**config.mk**
```make
export PLATFORM = sky130hd
export DESIGN_NAME = csi_tx_packetizer
export DESIGN_NICKNAME = d
export VERILOG_FILES = /design/src/rtl/csi_tx_packetizer.sv
export SDC_FILE = /design/constraint.sdc
export NUM_CORES = 1
export LEC_CHECK = 0
export BUFFER_PORTS_ARGS = -buffer_cell sky130_fd_sc_hd__buf_4
export CORE_ASPECT_RATIO = 0.75
export CORE_MARGIN = 1
export CORE_UTILIZATION = 58
export CTS_BUF_LIST = sky130_fd_sc_hd__clkbuf_4
export CTS_CLUSTER_DIAMETER = 100
export DETAILED_ROUTE_END_ITERATION = 7
export GPL_TIMING_DRIVEN = 0
export PLACE_DENSITY = 0.81
export SLEW_MARGIN = 20
export SYNTH_ARGS = -nofsm -noshare
export SYNTH_HDL_FRONTEND = slang
export SYNTH_SLANG_ARGS = --single-unit
export TNS_END_PERCENT = 10
```
**constraint.sdc**
```tcl
create_clock -name byte_clock -period 2.7 [get_ports byte_clock]
set_input_delay 0.405 -clock byte_clock [delete_from_list [all_inputs] [get_ports byte_clock]]
set_output_delay 0.405 -clock byte_clock [all_outputs]
set_load 0.02 [all_outputs]
```
**src/rtl/csi_tx_packetizer.sv**
```systemverilog
// CSI-2 transmit packetizer for a 2-lane D-PHY link: sync, header+ECC, payload, CRC footer, trail.
// Optional macro CSI_TX_CRC_EN: when defined the footer carries the CRC-16, otherwise it is fixed at 0x0000.
module csi_tx_packetizer #(
    parameter int PREP_CYC  = 4,
    parameter int TRAIL_CYC = 2,
    parameter int GAP_CYC   = 8
) (
    input  logic        byte_clock,
    input  logic        reset_n,
    input  logic        cmd_valid,
    output logic        cmd_ready,
    input  logic [1:0]  cmd_vc,
    input  logic [5:0]  cmd_dt,
    input  logic [15:0] cmd_wc,
    input  logic [15:0] pix_dat,
    input  logic        pix_vld,
    output logic        pix_rdy,
    output logic        hs_req,
    output logic [15:0] tx_dat,
    output logic        tx_vld,
    output logic        err_underflow,
    output logic        err_wc
);

    typedef enum logic [3:0] {IDLE, PREP, SYNC, HDR0, HDR1, PAYLOAD, CRC, TRAIL, GAP} state_t;

    // The accept cycle already counts as the first PREP cycle on the wire, hence the -2.
    localparam logic [14:0] PREP_LOAD  = 15'((PREP_CYC > 1) ? (PREP_CYC - 2) : 0);
    localparam logic [14:0] TRAIL_LOAD = 15'(TRAIL_CYC - 1);
    localparam logic [14:0] GAP_SHORT  = 15'(GAP_CYC - 1);
    localparam logic [14:0] GAP_FULL   = 15'(GAP_CYC);

    state_t      state_reg;
    logic [14:0] cnt_reg;
    logic [7:0]  di_reg;
    logic [15:0] wc_reg;
    logic [15:0] crc_reg;
    logic [15:0] pix_word;

    assign pix_rdy  = (state_reg == PAYLOAD);
    assign pix_word = pix_vld ? pix_dat : 16'h0000;

    // Row masks of the CSI-2 header Hamming code; bit 0 of d is D0.
    function automatic logic [7:0] hdr_ecc(input logic [23:0] d);
        hdr_ecc = {2'b00,
                   ^(d & 24'hEFFC00), ^(d & 24'hDF03F0), ^(d & 24'hB8E38E),
                   ^(d & 24'h749A6D), ^(d & 24'hF2555B), ^(d & 24'hF12CB7)};
    endfunction

`ifdef CSI_TX_CRC_EN
    function automatic logic [15:0] crc_byte(input logic [15:0] c, input logic [7:0] b);
        logic [15:0] r;
        r = c;
        for (int i = 0; i < 8; i++) begin
            if (r[0] ^ b[i]) r = (r >> 1) ^ 16'h8408;
            else             r = r >> 1;
        end
        return r;
    endfunction
`endif

    always_ff @(posedge byte_clock or negedge reset_n) begin
        if (!reset_n) begin
            state_reg     <= IDLE;
            cnt_reg       <= '0;
            di_reg        <= '0;
            wc_reg        <= '0;
            crc_reg       <= 16'hFFFF;
            cmd_ready     <= 1'b0;
            hs_req        <= 1'b0;
            tx_dat        <= '0;
            tx_vld        <= 1'b0;
            err_underflow <= 1'b0;
            err_wc        <= 1'b0;
        end else begin
            cmd_ready <= 1'b0;
            hs_req    <= 1'b0;
            tx_vld    <= 1'b0;
            case (state_reg)
                IDLE: begin
                    tx_dat  <= '0;
                    crc_reg <= 16'hFFFF;
                    if (cmd_valid && cmd_ready) begin
                        di_reg <= {cmd_vc, cmd_dt};
                        wc_reg <= cmd_wc;
                        if (cmd_dt >= 6'h10 && cmd_wc[0]) begin
                            err_wc    <= 1'b1;
                            state_reg <= GAP;
                            cnt_reg   <= GAP_SHORT;
                        end else begin
                            hs_req <= 1'b1;
                            if (PREP_CYC > 1) begin
                                state_reg <= PREP;
                                cnt_reg   <= PREP_LOAD;
                            end else begin
                                state_reg <= SYNC;
                            end
                        end
                    end else begin
                        cmd_ready <= 1'b1;
                    end
                end
                PREP: begin
                    hs_req <= 1'b1;
                    if (cnt_reg == '0) state_reg <= SYNC;
                    else               cnt_reg   <= cnt_reg - 15'd1;
                end
                SYNC: begin
                    hs_req    <= 1'b1;
                    tx_vld    <= 1'b1;
                    tx_dat    <= 16'hB8B8;
                    state_reg <= HDR0;
                end
                HDR0: begin
                    hs_req    <= 1'b1;
                    tx_vld    <= 1'b1;
                    tx_dat    <= {wc_reg[7:0], di_reg};
                    state_reg <= HDR1;
                end
                HDR1: begin
                    hs_req <= 1'b1;
                    tx_vld <= 1'b1;
                    tx_dat <= {hdr_ecc({wc_reg, di_reg}), wc_reg[15:8]};
                    if (di_reg[5:0] < 6'h10) begin
                        state_reg <= TRAIL;
                        cnt_reg   <= TRAIL_LOAD;
                    end else if (wc_reg == 16'h0000) begin
                        state_reg <= CRC;
                    end else begin
                        state_reg <= PAYLOAD;
                        cnt_reg   <= wc_reg[15:1] - 15'd1;
                    end
                end
                PAYLOAD: begin
                    // A missing word goes out as zero and still counts: the burst never stalls.
                    hs_req <= 1'b1;
                    tx_vld <= 1'b1;
                    tx_dat <= pix_word;
                    if (!pix_vld) err_underflow <= 1'b1;
`ifdef CSI_TX_CRC_EN
                    crc_reg <= crc_byte(crc_byte(crc_reg, pix_word[7:0]), pix_word[15:8]);
`endif
                    if (cnt_reg == '0) state_reg <= CRC;
                    else               cnt_reg   <= cnt_reg - 15'd1;
                end
                CRC: begin
                    hs_req <= 1'b1;
                    tx_vld <= 1'b1;
`ifdef CSI_TX_CRC_EN
                    tx_dat <= crc_reg;
`else
                    tx_dat <= 16'h0000;
`endif
                    state_reg <= TRAIL;
                    cnt_reg   <= TRAIL_LOAD;
                end
                TRAIL: begin
                    // tx_dat still holds the last data word on the first trail cycle.
                    hs_req <= 1'b1;
                    tx_vld <= 1'b1;
                    if (cnt_reg == TRAIL_LOAD)
                        tx_dat <= {tx_dat[15] ? 8'h00 : 8'hFF, tx_dat[7] ? 8'h00 : 8'hFF};
                    if (cnt_reg == '0) begin
                        state_reg <= GAP;
                        cnt_reg   <= GAP_FULL;
                    end else begin
                        cnt_reg <= cnt_reg - 15'd1;
                    end
                end
                GAP: begin
                    tx_dat <= '0;
                    if (cnt_reg == '0) begin
                        state_reg <= IDLE;
                        cmd_ready <= 1'b1;
                    end else begin
                        cnt_reg <= cnt_reg - 15'd1;
                    end
                end
                default: state_reg <= IDLE;
            endcase
        end
    end

endmodule

```
After elaboration in Yosys (flattened, before gate mapping). Cells that the tools add are included.

Output and inout bits: 22. Bits in latches: 0. RAM bits: 0. Input port bits: 44. Memories kept: 0. ROM bits: 0. Bits in registers: 64.

Reductions and logical operators: 23. Magnitude comparators: 2. Equal/unequal tests: 17. Shifts and indexed selects: 0. Divide/modulo/power cells: 0. $mul: 0. Multiplexer cells: 28. Bitwise gates (word level): 1. Add/sub/neg operators: 2.

Operators with widths (count): $reduce_xor 24->1 (6); $pmux 16 s6 (1); $mux 15 (5); $pmux 15 s5 (1); $pmux 4 s9 (1); $mux 16 (2); $sub 15x1->15 const B (2); $mux 4 (6); $eq 4x3->1 const B (4); $logic_not 16->1 (1); $mux 8 (2); $eq 15x1->1 const B (1); $logic_not 15->1 (1); $ne 2x2->1 const B (6); $eq 4x2->1 const B (2); $reduce_or 7->1 (1); $ge 6x5->1 const B (1); $lt 6x5->1 const B (1); $reduce_and 2->1 (3); $reduce_bool 6->1 (1); $reduce_or 3->1 (2); $reduce_or 6->1 (1); $mux 1 (5); $reduce_and 5->1 (1); 13 further kinds (16).

Logic depth before layout (Yosys ltp). Gate-level depths: netlist (run 1).

Depth in word-level cells: 5. Gate-level depth with buffers: 10. Mapped depth without buffers: 8.

Worst setup path after synthesis (run 1). OpenSTA, ideal clock, no wires.

Path kind: flip-flop to flip-flop. Start: reg cnt_reg[0]. End: reg cnt_reg[14]. Buffers on the path: 2. Cell stages (with the launch flop): 11. Period minus slack after synthesis: 2420 ps. Data arrival time: 2298 ps. Slack: 280 ps. Cell sequence: dfrtp_1 > inv_1 > ha_1 > or3b_2 > buf_2 > nor3_4 > nand2_4 > o21a_4 > and2_4 > buf_6 > a32o_1.

Word-level cells in the longest chain between the ends: 3. Elaborated cells on any way between the ends: 7.

Ends and longest elaborated chain: from (decl) (line 34) `logic [14:0] cnt_reg;`; from (signal assigned) (line 106) `else cnt_reg <= cnt_reg - 15'd1;`; from (signal assigned) (line 131) `cnt_reg <= wc_reg[15:1] - 15'd1;`; from (signal assigned) (line 144) `else cnt_reg <= cnt_reg - 15'd1;`; $sub 15x1->15 or $logic_not 15->1 (tied branches); $mux 15 (tied with other cells) (line 105, 143, 172); $pmux 15 s5 or $reduce_and 4->1 (tied branches).

Parallel ways exist; a longest one is shown, timed or not. The select of a mux whose other input is x is not followed. A chain may end at the register's enable or synchronous reset.

Worst setup path after layout (run 1).
Start: reg cnt_reg[4]. End: reg tx_dat[2].

Word-level cells in the longest chain between the ends: 3.

Ends and longest elaborated chain: $eq 15x1->1 (line 161) `if (cnt_reg == TRAIL_LOAD)`; $ne 2x2->1 (no source line); $reduce_and 2->1 (no source line); to (signal assigned) (line 123) `tx_dat <= {hdr_ecc({wc_reg, di_reg}), wc_reg[15:8]};`; to (signal assigned) (line 138) `tx_dat <= pix_word;`; to (signal assigned) (line 162) `tx_dat <= {tx_dat[15] ? 8'h00 : 8'hFF, tx_dat[7] ? 8'h00 : 8'hFF};`; to (decl) (line 19) `output logic [15:0] tx_dat,`.

Every way passes these cells.

==> flow_metrics.env, run 1 <==
export IMPL_status="completed"
export IMPL_vias=3895
export IMPL_p_per_area_nw_per_um2=1640
export IMPL_io_buffers=65
export IMPL_setup_violations=0
export IMPL_ys_types=59
export IMPL_track_usage_pct=31.8
export IMPL_post_route_min_period_ps=2620
export IMPL_start_util_pct=61.3
export IMPL_hold_class="in -> async"
export IMPL_insertion_delay_ps=430
export IMPL_antenna_cells=0
export IMPL_hold_buffers=0
export IMPL_avgSynthCellArea_sq_um=9.63
export IMPL_ir_drop_uv=951
export IMPL_cp_end_kind="flip-flop"
export IMPL_final_hold_violation_count=0
export IMPL_seq_area_frac_synth_pct=37.5
export IMPL_cp_max_fo=8
export IMPL_arrival_ps=2980
export IMPL_dieArea_sq_um=7710
export IMPL_startpoint_type="flip-flop"
export IMPL_syn_area_sq_um=4270
export IMPL_dieHeight_microns=76.3
export IMPL_routed_top_layer="met4"
export IMPL_synth_fa_ha_area_share_pct=4.69
export IMPL_drv_cap=0
export IMPL_route_met2_wl_microns=4960
export IMPL_syn_nets=503
export IMPL_relSlewSlack_pct=22.2
export IMPL_dp_hpwl_microns=8670
export IMPL_cts_root_buf="clkbuf_4"
export IMPL_synthFlopType="dfrtp_1"
export IMPL_routedWlPerCell_microns=18.3
export IMPL_ys_warn_count=0
export IMPL_r2r_cells=6
export IMPL_dr_pass1_iters=5
export IMPL_clock_sinks=64
export IMPL_fin_setup_tns_ps=0
export IMPL_syn_to_final_growth_pct=19.0
export IMPL_num_fill_cells=541
export IMPL_clk_pin_slew_ps=120
export IMPL_required_ps=3060
export IMPL_grt_max_degree=65
export IMPL_finalNetCount=580
export IMPL_io_pins=66
export IMPL_synthMuxAreaShare_pct=6.33
export IMPL_slew_violations=0
export IMPL_routed_via_density=6.25
export IMPL_initialDrtViolationCount=415
export IMPL_ant_nets=0
export IMPL_tightest_slew_ps=1160
export IMPL_htree_levels=3
export IMPL_final_cells=623
export IMPL_synth_top_family_by_area="compound AO/OA/AOI/OAI gates"
export IMPL_finClkSkew_ps=20.7
export IMPL_synth_simple_gate_area_share_pct=13.5
export IMPL_wl_met3_microns=1100
export IMPL_grt_pass1_vias=3795
export IMPL_antenna_found_initial=0
export IMPL_grt_pass1_wl_microns=18700
export IMPL_ys_async_sr_fraction_pct=100
export IMPL_p_leak_uw=0.00229
export IMPL_drc=0
export IMPL_synth_compound_area_share_pct=21.6
export IMPL_gp_congestion=0.937
export IMPL_tritoncts="done"
export IMPL_crit_type="reg -> reg"
export IMPL_max_freq_mhz=381
export IMPL_synthCells=443
export IMPL_final_layout_size_suffix_gt1_share_pct=25.5
export IMPL_overflow=0
export IMPL_cts_buffers=9
export IMPL_cts_max_path_buffers=2
export IMPL_finalCritPeriodShare_pct=97.2
export IMPL_synth_xor_area_share_pct=11.8
export IMPL_dieWidth_microns=101
export IMPL_met1_length_microns=5060
export IMPL_rsz0062_at_grt="no"
export IMPL_dp_cells=606
export IMPL_routed_wl_microns=11400
export IMPL_rows=26
export IMPL_core_sq_um=6960
export IMPL_ys_ff_latch=64
export IMPL_synth_edff_count=0
-- cell type report --
type                       count  area [sq um]  share of cell area (%)
sequential                    64          1600                    31.5
multi-input combinational    333          2480                    48.9
clock inverter                 6           108                    2.12
buffer                        22           105                    2.07
timing repair buffer          66           495                    9.76
tap                           98           123                    2.41
clock buffer                  10          75.1                    1.48
inverter                      24          90.1                    1.77
-- cells in the mapped netlist (all sizes together) (2+ instances only) --
cell      n  area share, %
mux2     24            6.3
and3      2           0.29
ha       16            4.7
dfrtp    64             38
xnor2    47            9.6
nor3b     2           0.35
a21oi    18            2.1
a21boi    5            1.2
a21o      7            1.2
or4       2           0.35
o41ai     2           0.41
nand4     4           0.59
o221a     2           0.53
a221oi    4           0.82
nor3     12            1.7
buf       8            1.2
nor2b     4           0.59
o2111ai   3           0.62
inv      24            2.1
nand2    33            3.1
o21ai    35            4.2
nor4      5           0.73
or2       2           0.29
o22ai     5           0.73
a221o     5            1.2
nand2b    4           0.59
o21bai    5           0.88
o31ai     2           0.35
and2      4           0.65
nor2     23            2.0
or3       2           0.29
o32a      3           0.70
xor2      8            1.6
a222oi    4           0.94
clkbuf   14            1.2
a31oi     3           0.44
a22oi     3           0.53
a22o     16            3.3
nand3     5           0.59
-- metrics by stage --
step / total power, uW / setup WS, ps / hold WS, ps / utilization (%) / instance area (sq um)
final: 8320 / 76.3 / 49.4 / 73.0 / 5080
after global routing: 8900 / 8.72 / 110 / 73.0 / 5080
after floorplan: 5950 / 280 / 109 / - / 4270
after detailed placement: 7310 / 58.5 / 450 / 70.1 / 4880
after global placement: 7160 / 71.9 / 442 / 70.1 / 4880
after CTS: 8170 / 11.9 / 79.0 / 72.7 / 5060
-- per-layer routing --
metal / up-vias / global-route usage (%)
met4: 0 / 13.6
met2: 226 / 46.0
met3: 38 / 7.16
met5: - / 0
met1: 1865 / 45.7
li1: 1766 / -
-- worst max-delay path, stage by stage (launching register included) --
cell and delay (ps):
dfrtp_1 470, or4_1 500, buf_4 180, nor4_1 480, a31o_2 270, a21boi_2 430, a22o_1 220
-- cells by family after synthesis --
family,after synthesis
AO/OA/AOI/OAI,128
XOR/XNOR,56
adder cells (fa/ha/maj),16
buffers and inverters,46
flip-flops,64
multiplexers,24
AND/OR/NAND/NOR,109
-- where the power goes --
| part | leakage, uW | total (uW) | switching [uW] | internal, uW |
|---|---|---|---|---|
| logic | 0.00140 | 5600 | 2960 | 2640 |
| clock network | 0.0000964 | 844 | 368 | 476 |
| registers | 0.000790 | 1870 | 495 | 1380 |
-- path summary, 6_finish.rpt --
check / from / endpoint / slack [ps]
hold / removal: reset_n / cnt_reg[3]$_DFFE_PN0P_ / 50
max in group asynchronous: reset_n / wc_reg[8]$_DFFE_PN0P_ / 2110
setup / recovery: cnt_reg[4]$_DFFE_PN0P_ / tx_dat[2]$_DFFE_PN0P_ / 80
min in group byte_clock: cmd_wc[15] / wc_reg[15]$_DFFE_PN0P_ / 200
setup reg to reg: cnt_reg[4]$_DFFE_PN0P_ / tx_dat[2]$_DFFE_PN0P_ / 80
hold reg to reg: err_underflow$_DFFE_PN0P_ / err_underflow$_DFFE_PN0P_ / 470
-- cells in the final DEF (no fill, tap or decap), types with 4 or more instances in the layout --
master,count
nand2_1,31
a22o_1,16
clkbuf_1,13
clkbuf_4,10
nor4_1,5
a21o_1,7
nor2_1,23
nand3_1,5
o22ai_1,5
inv_1,22
o21bai_1,5
o21ai_0,33
a222oi_1,4
dfrtp_1,64
xnor2_1,47
nand4_1,4
a221oi_1,4
xor2_1,8
mux2_2,24
a221o_1,5
buf_4,68
ha_1,15
nand2b_1,4
a21oi_1,18
nor3_1,10
nor2b_1,4
buf_2,6
-- repair_timing --
item / 4_1_cts / 5_1_grt
resized for setup: 0 / 9
endpoints found under the setup margin: 0 / 17
buffers inserted: 0 / 1
Power figures use the tool's default switching activity.
==> inputs of run 2 (changes only) <==
--- a/config.mk
+++ b/config.mk
@@ -14,6 +14,7 @@
 export DETAILED_ROUTE_END_ITERATION = 7
 export GPL_TIMING_DRIVEN = 0
 export PLACE_DENSITY = 0.81
+export SETUP_SLACK_MARGIN = 0.3
 export SLEW_MARGIN = 20
 export SYNTH_ARGS = -nofsm -noshare
 export SYNTH_HDL_FRONTEND = slang
==> run 2 against run 1 <==
The run now ends with DRC left. Die area unchanged. Sequential power barely moved. Combinational power up 4.6%. Non-clock buffer count grew 8. Clock power shrank 24%. First-iteration DRC count rose by 2.2%. Count of clock-buffer cells in the layout rose by 1. Clock skew down 4.3 ps. Cell area rose by 2.0%. Power grew 0.89%. Critical endpoint is now cnt_reg[12]$_DFFE_PN0P_. Largest power group unchanged.
==> flow_metrics.env, run 2 (synthesized netlist as in run 1, its figures left out) <==
export IMPL_arrival_ps=2670
export IMPL_grt_pass1_wl_microns=19000
export IMPL_cp_startpoint="wc_reg[1]$_DFFE_PN0P_"
export IMPL_finClkSkew_ps=16.4
export IMPL_rsz0062_at_grt="yes"
export IMPL_clk_pin_slew_ps=110
export IMPL_crit_type="reg -> reg"
export IMPL_cp_depth=8
export IMPL_path_cells="inv_1 -> ha_1 -> nor3b_4 -> nand4_1 -> nand4b_1 -> xnor2_2 -> o22ai_1 -> a22o_1"
export IMPL_post_route_util_pct=74.4
export IMPL_initialDrtViolationCount=424
export IMPL_design_area_sq_um=5180
export IMPL_slowest_delay_ps=460
export IMPL_tightest_slew_ps=1160
export IMPL_p_per_area_nw_per_um2=1620
export IMPL_grt_max_degree=65
export IMPL_vias=3973
export IMPL_rr_startpoint="wc_reg[1]$_DFFE_PN0P_"
export IMPL_cp_slowest_cell="dfrtp_1"
export IMPL_crit_buf_inv=1
export IMPL_cts_max_path_buffers=2
export IMPL_finalCritPeriodShare_pct=87.8
export IMPL_hold_buffers=0
export IMPL_overflow=0
export IMPL_routed_via_density=6.30
export IMPL_io_pins=66
export IMPL_dieWidth_microns=101
export IMPL_violations="DRC"
export IMPL_final_hold_violation_count=0
export IMPL_rows=26
export IMPL_setup_violations=0
export IMPL_clock_sinks=64
export IMPL_drc=7
export IMPL_dp_hpwl_microns=8600
export IMPL_placed_cell_area_sq_um=4880
export IMPL_hold_slack_ps=77.7
export IMPL_cp_end_kind="flip-flop"
export IMPL_hold_class="in -> async"
export IMPL_post_route_min_period_ps=2370
export IMPL_start_util_pct=61.3
export IMPL_tritoncts="done"
export IMPL_dieArea_sq_um=7710
export IMPL_max_freq_mhz=422
export IMPL_dieHeight_microns=76.3
export IMPL_core_sq_um=6960
export IMPL_startpoint_type="flip-flop"
export IMPL_syn_to_final_growth_pct=21.5
export IMPL_routedWlPerCell_microns=18.7
export IMPL_routed_wl_microns=11800
export IMPL_final_common_cell="buf_4"
export IMPL_htree_levels=3
export IMPL_io_buffers=65
export IMPL_cts_buffers=9
export IMPL_gp_congestion=0.937
export IMPL_p_leak_uw=0.00235
export IMPL_path_delay_family="simple AND/OR/NAND/NOR gates"
export IMPL_status="complete, but fails checks"
export IMPL_track_usage_pct=32.2
export IMPL_dr_pass1_iters=8
export IMPL_r2r_cells=8
export IMPL_insertion_delay_ps=410
export IMPL_finalNetCount=588
export IMPL_antenna_cells=0
export IMPL_required_ps=3000
export IMPL_final_layout_size_suffix_gt1_share_pct=30.0
export IMPL_drv_cap=0
export IMPL_relSlewSlack_pct=21.9
export IMPL_fin_setup_tns_ps=0
export IMPL_ir_drop_uv=778
export IMPL_ant_nets=0
export IMPL_cts_root_buf="clkbuf_4"
export IMPL_antenna_found_initial=0
export IMPL_cp_max_fo=5
export IMPL_layout_common_cells="76 x buf_4, 63 x dfrtp_1, 46 x xnor2_1"
export IMPL_grt_pass1_vias=3735
export IMPL_slew_violations=0
run 2: path summary, 6_finish.rpt:
kind                       slack, ps                   endpoint
min in group byte_clock          220      di_reg[3]$_DFFE_PN0P_
hold reg to reg                  470  err_underflow$_DFFE_PN0P_
setup / recovery                 330    cnt_reg[12]$_DFFE_PN0P_
max in group asynchronous       2050      wc_reg[7]$_DFFE_PN0P_
setup reg to reg                 330    cnt_reg[12]$_DFFE_PN0P_
hold / removal                    80   state_reg[0]$_DFFE_PN0P_
run 2: repair_timing:
| action | CTS | global route |
|---|---|---|
| endpoints found under the hold margin | 0 | 0 |
| buffers inserted | 9 | 0 |
| resized for setup | 9 | 38 |
| pin swaps | 3 | 3 |
| endpoints found under the setup margin | 31 | 53 |
run 2: through the flow:
stage / instances / worst slack, ps / power, uW
after floorplan: 443 / 347 / 5950
after global placement: 606 / 141 / 7160
after detailed placement: 606 / 136 / 7300
after CTS: 631 / 252 / 8100
after global routing: 631 / 211 / 8930
final: 631 / 329 / 8390
run 2: area by class of cell:
| cell class | count | area, sq um |
|---|---|---|
| Multi-Input combinational cell | 333 | 2550 |
| Fill cell | 524 | 1780 |
| Sequential cell | 64 | 1600 |
| Timing Repair Buffer | 74 | 556 |
| Buffer | 22 | 129 |
| Tap cell | 98 | 123 |
| Inverter | 24 | 90.1 |
| Clock buffer | 11 | 82.6 |
| Clock inverter | 5 | 47.5 |
run 2: routing by layer:
metal,global-route usage (%),vias to the layer above,wire length [microns]
li1,-,1790,-
met1,46.7,1904,5260
met2,48.6,247,5180
met3,7.34,32,1110
met4,8.55,0,245
met5,0,-,0
run 2: report_power, final:
group	internal [uW]	switching, uW	leakage, uW	total, uW
clock network	295	348	0.0000757	643
logic	2790	3070	0.00148	5860
registers	1380	505	0.000789	1880
